File: src/rtl/lut_table_sweeper.sv
// rtl/lut_table_sweeper.sv - sweeps every input code of a neuron LUT, captures the truth table and counts golden mismatches
module lut_table_sweeper #(
    parameter int IN_BITS  = 6,
    parameter int OUT_BITS = 1,
    parameter int RESP_LAT = 0,
    localparam int N   = 2 ** IN_BITS,
    localparam int TBL = N * OUT_BITS
) (
    input  logic                clk,
    input  logic                rst_n,
    input  logic                start,
    output logic                busy,
    output logic [IN_BITS-1:0]  lut_addr,
    input  logic [OUT_BITS-1:0] lut_data,
    input  logic [TBL-1:0]      golden,
    output logic [TBL-1:0]      tbl_out,
    output logic [IN_BITS:0]    mism_cnt,
    output logic                tbl_valid,
    input  logic                tbl_ready
);

    typedef enum logic [1:0] {IDLE, SWEEP, DRAIN, HOLD} state_t;

    localparam logic [IN_BITS-1:0] ADDR_ONE  = 1;
    localparam logic [IN_BITS-1:0] ADDR_LAST = IN_BITS'(N - 1);
    localparam logic [IN_BITS:0]   CNT_ONE   = 1;
    localparam logic [2:0]         DRAIN_END = 3'(RESP_LAT - 1);

    state_t               state_q, state_d;
    logic [IN_BITS-1:0]   lut_addr_q, lut_addr_d;
    logic [TBL-1:0]       tbl_q, tbl_d;
    logic [TBL-1:0]       golden_q, golden_d;
    logic [IN_BITS:0]     mism_q, mism_d;
    logic [2:0]           drain_q, drain_d;

    logic                 cap_vld;
    logic [IN_BITS-1:0]   cap_idx;

    // Tag pipeline: index issued on lut_addr re-emerges when its response is valid.
    generate
        if (RESP_LAT == 0) begin : g_nolat
            assign cap_vld = (state_q == SWEEP);
            assign cap_idx = lut_addr_q;
        end else begin : g_lat
            logic [RESP_LAT-1:0] tag_vld_q, tag_vld_d;
            logic [IN_BITS-1:0]  tag_idx_q [RESP_LAT];
            logic [IN_BITS-1:0]  tag_idx_d [RESP_LAT];

            always_comb begin
                tag_vld_d    = tag_vld_q;
                tag_idx_d    = tag_idx_q;
                tag_vld_d[0] = (state_q == SWEEP);
                tag_idx_d[0] = lut_addr_q;
                for (int i = 1; i < RESP_LAT; i++) begin
                    tag_vld_d[i] = tag_vld_q[i-1];
                    tag_idx_d[i] = tag_idx_q[i-1];
                end
            end

            always_ff @(posedge clk) begin
                if (!rst_n) begin
                    tag_vld_q <= '0;
                    for (int i = 0; i < RESP_LAT; i++) tag_idx_q[i] <= '0;
                end else begin
                    tag_vld_q <= tag_vld_d;
                    tag_idx_q <= tag_idx_d;
                end
            end

            assign cap_vld = tag_vld_q[RESP_LAT-1];
            assign cap_idx = tag_idx_q[RESP_LAT-1];
        end
    endgenerate

    always_comb begin
        state_d    = state_q;
        lut_addr_d = lut_addr_q;
        tbl_d      = tbl_q;
        golden_d   = golden_q;
        mism_d     = mism_q;
        drain_d    = drain_q;
        case (state_q)
            IDLE: begin
                lut_addr_d = '0;
                if (start) begin
                    state_d  = SWEEP;
                    golden_d = golden;
                    tbl_d    = '0;
                    mism_d   = '0;
                end
            end
            SWEEP: begin
                drain_d = '0;
                if (lut_addr_q == ADDR_LAST) begin
                    state_d = (RESP_LAT == 0) ? HOLD : DRAIN;
                end else begin
                    lut_addr_d = lut_addr_q + ADDR_ONE;
                end
            end
            DRAIN: begin
                drain_d = drain_q + 3'd1;
                if (drain_q == DRAIN_END) state_d = HOLD;
            end
            HOLD: begin
                if (tbl_ready) begin
                    state_d    = IDLE;
                    lut_addr_d = '0;
                end
            end
            default: state_d = IDLE;
        endcase
        if (cap_vld) begin
            tbl_d[cap_idx*OUT_BITS +: OUT_BITS] = lut_data;
            if (lut_data != golden_q[cap_idx*OUT_BITS +: OUT_BITS]) mism_d = mism_q + CNT_ONE;
        end
    end

    always_ff @(posedge clk) begin
        if (!rst_n) begin
            state_q    <= IDLE;
            lut_addr_q <= '0;
            tbl_q      <= '0;
            golden_q   <= '0;
            mism_q     <= '0;
            drain_q    <= '0;
        end else begin
            state_q    <= state_d;
            lut_addr_q <= lut_addr_d;
            tbl_q      <= tbl_d;
            golden_q   <= golden_d;
            mism_q     <= mism_d;
            drain_q    <= drain_d;
        end
    end

    assign lut_addr  = lut_addr_q;
    assign tbl_out   = tbl_q;
    assign mism_cnt  = mism_q;
    assign tbl_valid = (state_q == HOLD);
    assign busy      = (state_q == SWEEP) || (state_q == DRAIN);

endmodule
File: config.mk
export PLATFORM = sky130hd
export DESIGN_NAME = lut_table_sweeper
export DESIGN_NICKNAME = d
export VERILOG_FILES = /design/src/rtl/lut_table_sweeper.sv
export SDC_FILE = /design/constraint.sdc
export NUM_CORES = 1
export LEC_CHECK = 0
export ABC_AREA = 1
export BUFFER_PORTS_ARGS = -buffer_cell sky130_fd_sc_hd__buf_2
export CAP_MARGIN = 15
export CORE_ASPECT_RATIO = 2
export CORE_MARGIN = 3
export CORE_UTILIZATION = 25
export DETAILED_ROUTE_END_ITERATION = 12
export PLACE_DENSITY = 0.5
export SYNTH_ARGS = -nofsm -noshare
export SYNTH_HDL_FRONTEND = slang
export SYNTH_SLANG_ARGS = --single-unit
File: constraint.sdc
create_clock -name clk -period 3.66 [get_ports clk]
set_clock_uncertainty 0.2 [all_clocks]
set_input_delay 0.183 -clock clk [delete_from_list [all_inputs] [get_ports clk]]
set_output_delay 0.183 -clock clk [all_outputs]
set_load 0.01 [all_outputs]
### Word-level counts from Yosys, hierarchy flattened

Index checks and enable logic that the tools add are counted.

| storage, ports and cells | value |
|---|---|
| word-level logic and storage cells | 48 |
| bits of input ports | 69 |
| bits in registers | 146 |
| output and inout bits | 79 |

| cells by class | value |
|---|---|
| shift-type cells | 3 |
| mux-type cells | 17 |
| reductions and logical operators | 7 |
| add/sub/neg operators | 4 |
| equality and inequality tests | 11 |

Operators with widths:

| cell | count |
|---|---|
| 2-to-1 mux 64 bit | 3 |
| bitwise mux 64 bit | 1 |
| variable shift 1 x 34 -> 64 bit, first input constant | 1 |
| indexed part select 1 x 34 -> 64 bit | 1 |
| indexed part select 64 x 7 -> 1 bit | 1 |
| negator 6 -> 34 bit | 1 |
| 2-to-1 mux 7 bit | 4 |
| one-hot mux 6 bit (3 select lines) | 1 |
| 2-to-1 mux 6 bit | 2 |
| 2-to-1 mux 2 bit | 4 |
| one-hot mux 2 bit (4 select lines) | 1 |
| adder 7 x 1 -> 7 bit, second input constant | 1 |
| adder 6 x 1 -> 6 bit, second input constant | 1 |
| equality test 6 bit, second input constant | 1 |
| != test 2 bit, second input constant | 3 |
| one-hot mux 3 bit (2 select lines) | 1 |
| equality test 2 bit, second input constant | 2 |
| != test 2 x 1 -> 1 bit, second input constant | 2 |
| AND reduction 4 bit | 1 |
| adder 3 x 1 -> 3 bit, second input constant | 1 |
| equality test 3 bit, second input constant | 1 |
| AND reduction 3 bit | 1 |
| nonzero test 3 bit | 1 |
| equality test 2 x 1 -> 1 bit, second input constant | 1 |
| other kinds (5) | 5 |

### Logic depth before layout (Yosys ltp)

Gate-level depths: netlist of run 1.

| logic depth | value |
|---|---|
| depth after elaboration | 4 |
| depth in mapped cells | 19 |
| depth with buffers taken out | 17 |

### Worst setup path after synthesis of run 1

OpenSTA, ideal clock, no wires.

| timing | value |
|---|---|
| path type | register -> register |
| start point | register lut_addr_q[0], in the netlist lut_addr[0] |
| end point | register tbl_q[12], in the netlist tbl_out[12] |
| path buffers | 3 |
| required time | 3328 ps |
| arrival | 2303 ps |
| clock period less this slack | 2636 ps |
| library setup time | 132 ps |
| cell stages (with the launch flop) | 17 |
| setup slack | 1024 ps |
| cells stage by stage | dfxtp_1 -> buf_4 -> inv_2 -> buf_6 -> buf_6 -> ha_1 -> inv_1 -> nor2_2 -> nor2_4 -> inv_2 -> nor2_1 -> inv_1 -> or2_4 -> nor2_1 -> inv_1 -> o211ai_1 -> a21oi_1 |

| between the ends | value |
|---|---|
| cells in the longest elaborated chain, start to end | 4 |
| elaborated cells between the ends (all ways) | 5 |
| those cells by class | add/sub (1); shift (2); mux (2) |

RTL lines:

| element | RTL line | source |
|---|---|---|
| from (decl) | 30 | `logic [IN_BITS-1:0] lut_addr_q, lut_addr_d;` |
| from (signal assigned) | 128 | `lut_addr_q <= lut_addr_d;` |
| negator 6 -> 34 bit (*) | 113 | `tbl_d[cap_idx*OUT_BITS +: OUT_BITS] = lut_data;` |
| indexed part select 1 x 34 -> 64 bit / variable shift 1 x 34 -> 64 bit (equally long branches) | 113 |  |
| bitwise mux 64 bit (*) | 113 |  |
| 2-to-1 mux 64 bit (*) | 112 | `if (cap_vld) begin` |
| to (signal assigned) | 129 | `tbl_q <= tbl_d;` |
| to (decl) | 31 | `logic [TBL-1:0] tbl_q, tbl_d;` |

Every way passes the cells marked *; elsewhere a longest branch is shown, timed or not.
A chain may end at the register's enable or synchronous reset.

### Worst setup path after layout of run 1

| timing | value |
|---|---|
| start point | register lut_addr_q[0], in the netlist lut_addr[0] |
| end point | register tbl_q[46], in the netlist tbl_out[46] |

Same word-level chain as after synthesis.

==> summary.md, run 1 <==
| Metric | Value |
|---|---|
| Worst setup path category | reg -> reg |
| Comb pwr share | a little under two fifths |
| EDFF count, synth | 0 |
| Die Span X | 124.5 um |
| Multi-input gate area | between 3000 and 4000 um2 |
| Internal power | 0.003404 W |
| Leakage | 3.921 nW |
| Most common flop cell mapped by yosys | dfxtp_1 |
| Die Area | slightly above 30000 um2 |
| Power, Total | ~0.0057 W |
| Max VDD drop | around 0.33 mV |
| Setup crit start kind | register |
| Resized cells post-CTS | 0 |
| Mux cell area share after synthesis | 0% |
| Total track usage | ~16% |
| Slew headroom | a little under a third |
| PwrDens | just over 600 nW/um2 |
| Initial antenna violation count | 0 |
| Area leader, netlist | dfxtp_1 |
| Final Hold Fails | 0 |
| Clk_lat worst skew | 0.43 ns |
| DRC violations left | 0 |
| Min-delay worst type | in -> reg |
| Area delta synth->final | 31.25% |
| Root buffer cell | clkbuf_16 |
| Yosys Warn Count | 0 |
| Core box area | approximately 28000 um2 |
| Post-Layout Inst Area | just over 9000 um2 |
| Drt first pass iters | 5 |
| Slowest CP cell | clkinv_1 |
| Worst-path cell chain | inv_2 > buf_4 > ha_1 > inv_1 > nor2_2 > nand3_2 > nand2_1 > clkinv_1 > nand2_1 > nand3_1 > a21oi_1 |
| DR iter-0 viols | approximately 320 |
| Post-synthesis net count | 1084 |
| Syn_area_per_cell | roughly 7 um2 |
| Crit. End Element | register |
| Clock transition at the registers of the reported paths | roughly 0.060 ns |
| Ports | roughly 150 |
| Net Sw Frac | around 40% |
| Number of H-tree levels | 4 |
| Routed Antenna Nets | 0 |
| Post-DP Area | around 8000 um2 |
| Total vias in the final route | ~7.2k |
| Outcome | complete, no violations |
| Cell Area, Synth | 7015 um2 |
| CTS Buf Count | 17 |
| Most used cell, CP | nand2_1 |
| Final #Nets | roughly 1.3k |
| Final Cycle Share | roughly four fifths |
| Largest net degree at the start of global routing | between 80 and 90 |
| Max-cap viol count | 0 |
| Clock network fraction of design power | between 20% and 30% |
| Sequential cell area | ~3000 um2 |
| Dpl hpwl | between 15000 and 20000 um |
| Vias in the first global route | roughly 7.1k |
| Row count | 86 |
| Clk sink count | 146 |
| Dpl ws | about 0.69 ns |
| P_sw | approximately 0.0023 W |
| Seq cells post-synth | about 150 |
| Register share of total power | between 30% and 40% |
| Syn Inst Count | roughly 1k |
| Adder-cell share of the synthesized area | 1.962% |
| Final worst slack | about 0.70 ns |
| Cell variety after synth | 35 |
| WL/cell | approximately 16 um |
| GP Congestion | ~0.81 |
| CP max stage delay | roughly 0.53 ns |
| Vias per std cell | between 4 and 5 |
| Fraction of layout cells with a size suffix above 1 | ~17% |
| First-pass GRT wire length | between 30000 and 40000 um |
| Top cells by area, synth | dfxtp_1, nand2_1, nand3_1 |
| Min Tclk post-route | slightly below 3 ns |
| Largest family of logic cells by synthesized area | simple AND/OR/NAND/NOR gates |
| Total Wirelength | 24980 um |
| Most frequent cell after synthesis | nand2_1 |
| Clk buf depth | 2 |
| Post-Synth Simple-Gate Area | 26.93% |
| TNS Setup | 0 ns |
| Crit path max fanout | 29 |
| RSZ-0062 raised after global routing | false |
| # diodes | 0 |
| Post-synthesis compound-gate area fraction | 19.21% |
| CTS tree | done |
| Fillers | around 3.0k |
| Synth cell count leaders | nand2_1, dfxtp_1, nand3_1, a21oi_1, nor2_1 |
| Fmax | 338.3 MHz |
| Post-synthesis async set-or-reset flop share | 0% |
| Port buffer count | between 100 and 150 |
| Post-synth top area share | 41.66% |
| Initial core utilization | between 20% and 30% |
| XOR/XNOR share of the synthesized area | between 1 and 1.5% |
| Total gr overflow | 0 |
| WP data arrival | 3.11 ns |
| Final slew viol count | 0 |
| Die H | ~240 um |
| Tightest Pin Transition | 1.038 ns |
| Worst endpoint required time | 3.81 ns |
| Final setup fails | 0 |
| Post-synthesis sequential area ratio | roughly two fifths |
-- path summary, 6_finish.rpt --
kind                                      to          from  slack [ns]  cells past startpoint
worst max-delay path             tbl_out[46]   lut_addr[0]        0.70                     11
worst max register to register   tbl_out[46]   lut_addr[0]        0.70                     11
worst min-delay path             tbl_out[47]         start        0.02                      4
worst min register to register  golden_q[24]  golden_q[24]        0.25                      2
-- metrics by stage --
stage	std cells	hold slack, ns	utilization [%]
floorplan	1004	0.1497	-
global placement	1458	0.2416	29.05
detailed placement	1458	0.2465	29.05
CTS	1551	0.01036	33.30
global route	1551	0.03824	33.30
finish	1551	0.02444	33.30
-- cell type report --
type                       count  share of cell area (%)
timing repair buffer         222                   15.87
clock inverter                 7                  0.6794
multi-input combinational    696                   37.51
inverter                     107                   4.416
sequential                   146                   31.74
tap                          352                   4.783
clock buffer                  21                   5.001
-- cells by family after synthesis --
logic type      after synthesis
xor+xnor                      6
fa+ha+maj                    11
flops                       146
compound gates              250
buf+inv                     162
simple gates                429
-- worst max-delay path, delay by kind of cell (launching register included) --
kind / cells / cell delay, ns
compound gates: 1 / 0.15
flops: 1 / 0.32
simple gates: 5 / 1.02
fa+ha+maj: 1 / 0.23
buf+inv: 4 / 0.95
-- sequential cells by signal (all words and copies together), names as in the netlist --
register and flops:
drain_q 3, lut_addr 6, state_q 2, golden_q 64, tbl_out 64, mism_cnt 7
-- routing by layer --
metal	vias to the layer above	global-route usage [%]	part of all wire [%]
met3	42	3.457	3.9
met4	0	6.811	3.0
met1	3340	16.20	36
li1	3697	-	-
met5	-	0	0
met2	170	32.40	57
-- placed cells by master (no fill, tap or decap), types with 2 or more instances in the layout --
master,count
nor3_2,3
ha_1,11
nand2_1,176
nor2_1,100
nor3_1,7
clkinv_1,2
a211oi_1,6
inv_4,2
nand3_2,3
o211ai_1,18
nand4_1,6
a22oi_1,4
inv_1,98
nand3_1,121
nor2_2,3
nand2_2,2
clkbuf_1,2
xor2_1,5
a21oi_1,117
dfxtp_1,146
a311oi_1,5
o21ai_0,97
dlygate4sd3_1,65
buf_4,10
nor2_4,4
clkinv_2,5
inv_2,5
buf_2,147
clkbuf_8,2
clkbuf_16,17
-- power by group through the flow --
| stage | clock, W | combinational (W) | sequential [W] |
|---|---|---|---|
| 3_5_place_dp | 0 | 0.00208 | 0.00199 |
| 3_3_place_gp | 0 | 0.00207 | 0.00199 |
| 5_1_grt | 0.00174 | 0.00239 | 0.00199 |
| 6_report | 0.00161 | 0.00210 | 0.00196 |
| 4_1_cts | 0.00166 | 0.00214 | 0.00196 |
| 2_1_floorplan | 0 | 0.00150 | 0.00198 |
-- repair_timing --
item | 4_1_cts | 5_1_grt
hold endpoints to repair | 65 | 0
hold buffers | 65 | 0
setup buffers | 0 | 0
Power figures use the tool's default switching activity.
==> inputs of run 2 (changes only) <==
ABC_AREA = 0   (was 1)
clock period = 3 ns   (was 3.66 ns; I/O delays follow)
==> summary.md, run 2 <==
| Metric | Value |
|---|---|
| Final Hold Fails | 0 |
| Setup crit start kind | register |
| Slew headroom | 45.95% |
| Post-synthesis net count | 908 |
| Hold WS | roughly 0.093 ns |
| Uppermost layer routed | met4 |
| Die H | between 200 and 250 um |
| Final #Nets | approximately 1.1k |
| Most common flop cell mapped by yosys | dfxtp_1 |
| Tightest Pin Transition | around 0.8 ns |
| Initial antenna violation count | 0 |
| Most frequent cell after synthesis | nand2_1 |
| Leakage | around 3.6 nW |
| Routed Antenna Nets | 0 |
| Vias per std cell | approximately 5 |
| Area delta synth->final | 36.76% |
| Final Cycle Share | a little over nine tenths |
| Synth cell count leaders | nand2_1, dfxtp_1, a21oi_1, o211ai_1, nand3_1 |
| Post-synthesis sequential area ratio | 42.83% |
| Total track usage | 16.79% |
| PwrDens | a little under 700 nW/um2 |
| Total vias in the final route | 6832 |
| Min-delay worst type | in -> reg |
| WL/cell | approximately 18 um |
| Most frequent cells in the layout | nand2_1, buf_2, dfxtp_1 |
| Power, Total | about 0.0065 W |
| Met3 wire len | 907 um |
| DRC violations left | 0 |
| First-pass GRT wire length | 37110 um |
| Syn Inst Count | between 800 and 900 |
| Final setup fails | 0 |
| Clk_lat worst skew | 0.44 ns |
| Metal2 WL | about 14000 um |
| Max VDD drop | just under 0.4 mV |
| Outcome | complete, no violations |
| Area leader, netlist | dfxtp_1 |
| Core box area | roughly 27000 um2 |
| CTS Buf Count | 17 |
| Post-Route Utilization | 34.69% |
| Number of H-tree levels | 4 |
| CTS tree | done |
| Worst setup path category | reg -> reg |
| Crit path max fanout | 12 |
| Clk sink count | between 100 and 150 |
| Fraction of layout cells with a size suffix above 1 | 22.15% |
| Cell Area, Synth | 6824 um2 |
| Commonest non-fill, non-tap cell in the layout | nand2_1 |
| Seq cells post-synth | roughly 150 |
| Total Wirelength | 24530 um |
| Syn_area_per_cell | 8.242 um2 |
| Clk buf depth | 2 |
| Initial core utilization | roughly a quarter |
| Max-cap viol count | 0 |
| RSZ-0062 raised after global routing | false |
| Post-synthesis async set-or-reset flop share | 0% |
| EDFF count, synth | 0 |
| Crit. End Element | register |
| Clock transition at the registers of the reported paths | about 0.06 ns |
| Yosys Warn Count | 0 |
| Total gr overflow | 0 |
| Top cells by area, synth | dfxtp_1, a21oi_1, nand2_1 |
| Port buffer count | between 100 and 150 |
| DR iter-0 viols | approximately 300 |
| Min Tclk post-route | roughly 2.9 ns |
| Die Span X | around 120 um |
| Worst endpoint required time | 3.17 ns |
| Post-synth top area share | between 40% and 50% |
| Die Area | slightly below 30000 um2 |
| Drt first pass iters | 6 |
| TNS Setup | 0 ns |
| WP data arrival | 3.02 ns |
| Largest net degree at the start of global routing | 66 |
| Row count | 85 |
| Vias in the first global route | ~6.6k |
| # diodes | 0 |
| Final non-filler cell total | approximately 1.4k |
| Dpl hpwl | 18270 um |
| Met1 wire length | around 8500 um |
| Final slew viol count | 0 |
| Cell variety after synth | 49 |
| Ports | 148 |
| GP Congestion | slightly above 0.8 |
| Fmax | about 350 MHz |
| Placed Cells incl. Taps | approximately 1.3k |
| Root buffer cell | clkbuf_16 |
| Postcts setup bufs | 0 |
run 2: cell count changes in the layout (fill, tap and decap cells not counted), moves of 18 or more:
cell,change
buf_4,+18
inv_1,-92
nand2_1,-18
nand3_1,-64
nor2_1,-64
o211ai_1,+40
o21ai_0,-94
or3_1,+27
run 2: kinds of logic (layout without fill, tap and decap cells):
logic type / after synthesis / after routing / share of synthesized area (%)
fa+ha+maj: 11 / 11 / 2.017
buf+inv: 70 / 285 / 4.419
mux: 26 / 26 / 5.922
xor+xnor: 10 / 10 / 1.283
compound gates: 229 / 229 / 20.76
simple gates: 336 / 336 / 22.77
flops: 146 / 146 / 42.83
run 2: per-layer routing:
layer | GRT usage [%] | vias to the layer above
met5 | 0 | -
met4 | 9.007 | 0
met3 | 3.072 | 48
met2 | 33.10 | 170
met1 | 15.67 | 3234
li1 | - | 3380
run 2: layout make-up:
| cell class | instances | area (um2) |
|---|---|---|
| repair buffers | 247 | 1727 |
| fillers | 2866 | 17570 |
| inverters | 7 | 28.78 |
| multi-input cells | 612 | 3618 |
| flip-flops and latches | 146 | 2923 |
| clock inverters | 13 | 161.4 |
| well taps | 348 | 435.4 |
| clock buffers | 18 | 439.2 |
run 2: per-stage QoR:
step,setup slack (ns),instance area [um2]
finish,0.1473,9333
global route,0.01012,9333
CTS,0.08627,9323
detailed placement,0.09037,8061
global placement,0.1645,8061
floorplan,0.1141,6824
run 2: what timing repair did:
item	CTS	global route
setup endpoints to repair	0	6
hold buffers	66	0
hold endpoints to repair	69	0
resized for setup	0	2
run 2: where the power goes:
part           total (W)  internal (W)  switching (W)
logic            0.00199      0.000751        0.00124
registers        0.00227       0.00214       0.000131
clock network    0.00220       0.00132       0.000875
total            0.00646       0.00421        0.00225
run 2: final timing paths:
| kind | from | endpoint | slack, ns | cells past startpoint |
|---|---|---|---|---|
| max | lut_addr[0] | mism_cnt[2] | 0.15 | 8 |
| max reg2reg | lut_addr[0] | mism_cnt[2] | 0.15 | 8 |
| min reg2reg | golden_q[19] | golden_q[19] | 0.25 | 2 |
| min | start | state_q[1] | 0.09 | 5 |
run 2: worst max-delay path: stages, from the launching register on:
cell and delay, ns:
dfxtp_1 0.42, buf_12 0.18, mux4_1 0.59, and2_1 0.19, o21ai_0 0.19, a221oi_2 0.12, nor3_1 0.45, o311ai_0 0.24
a21oi_1 0.20
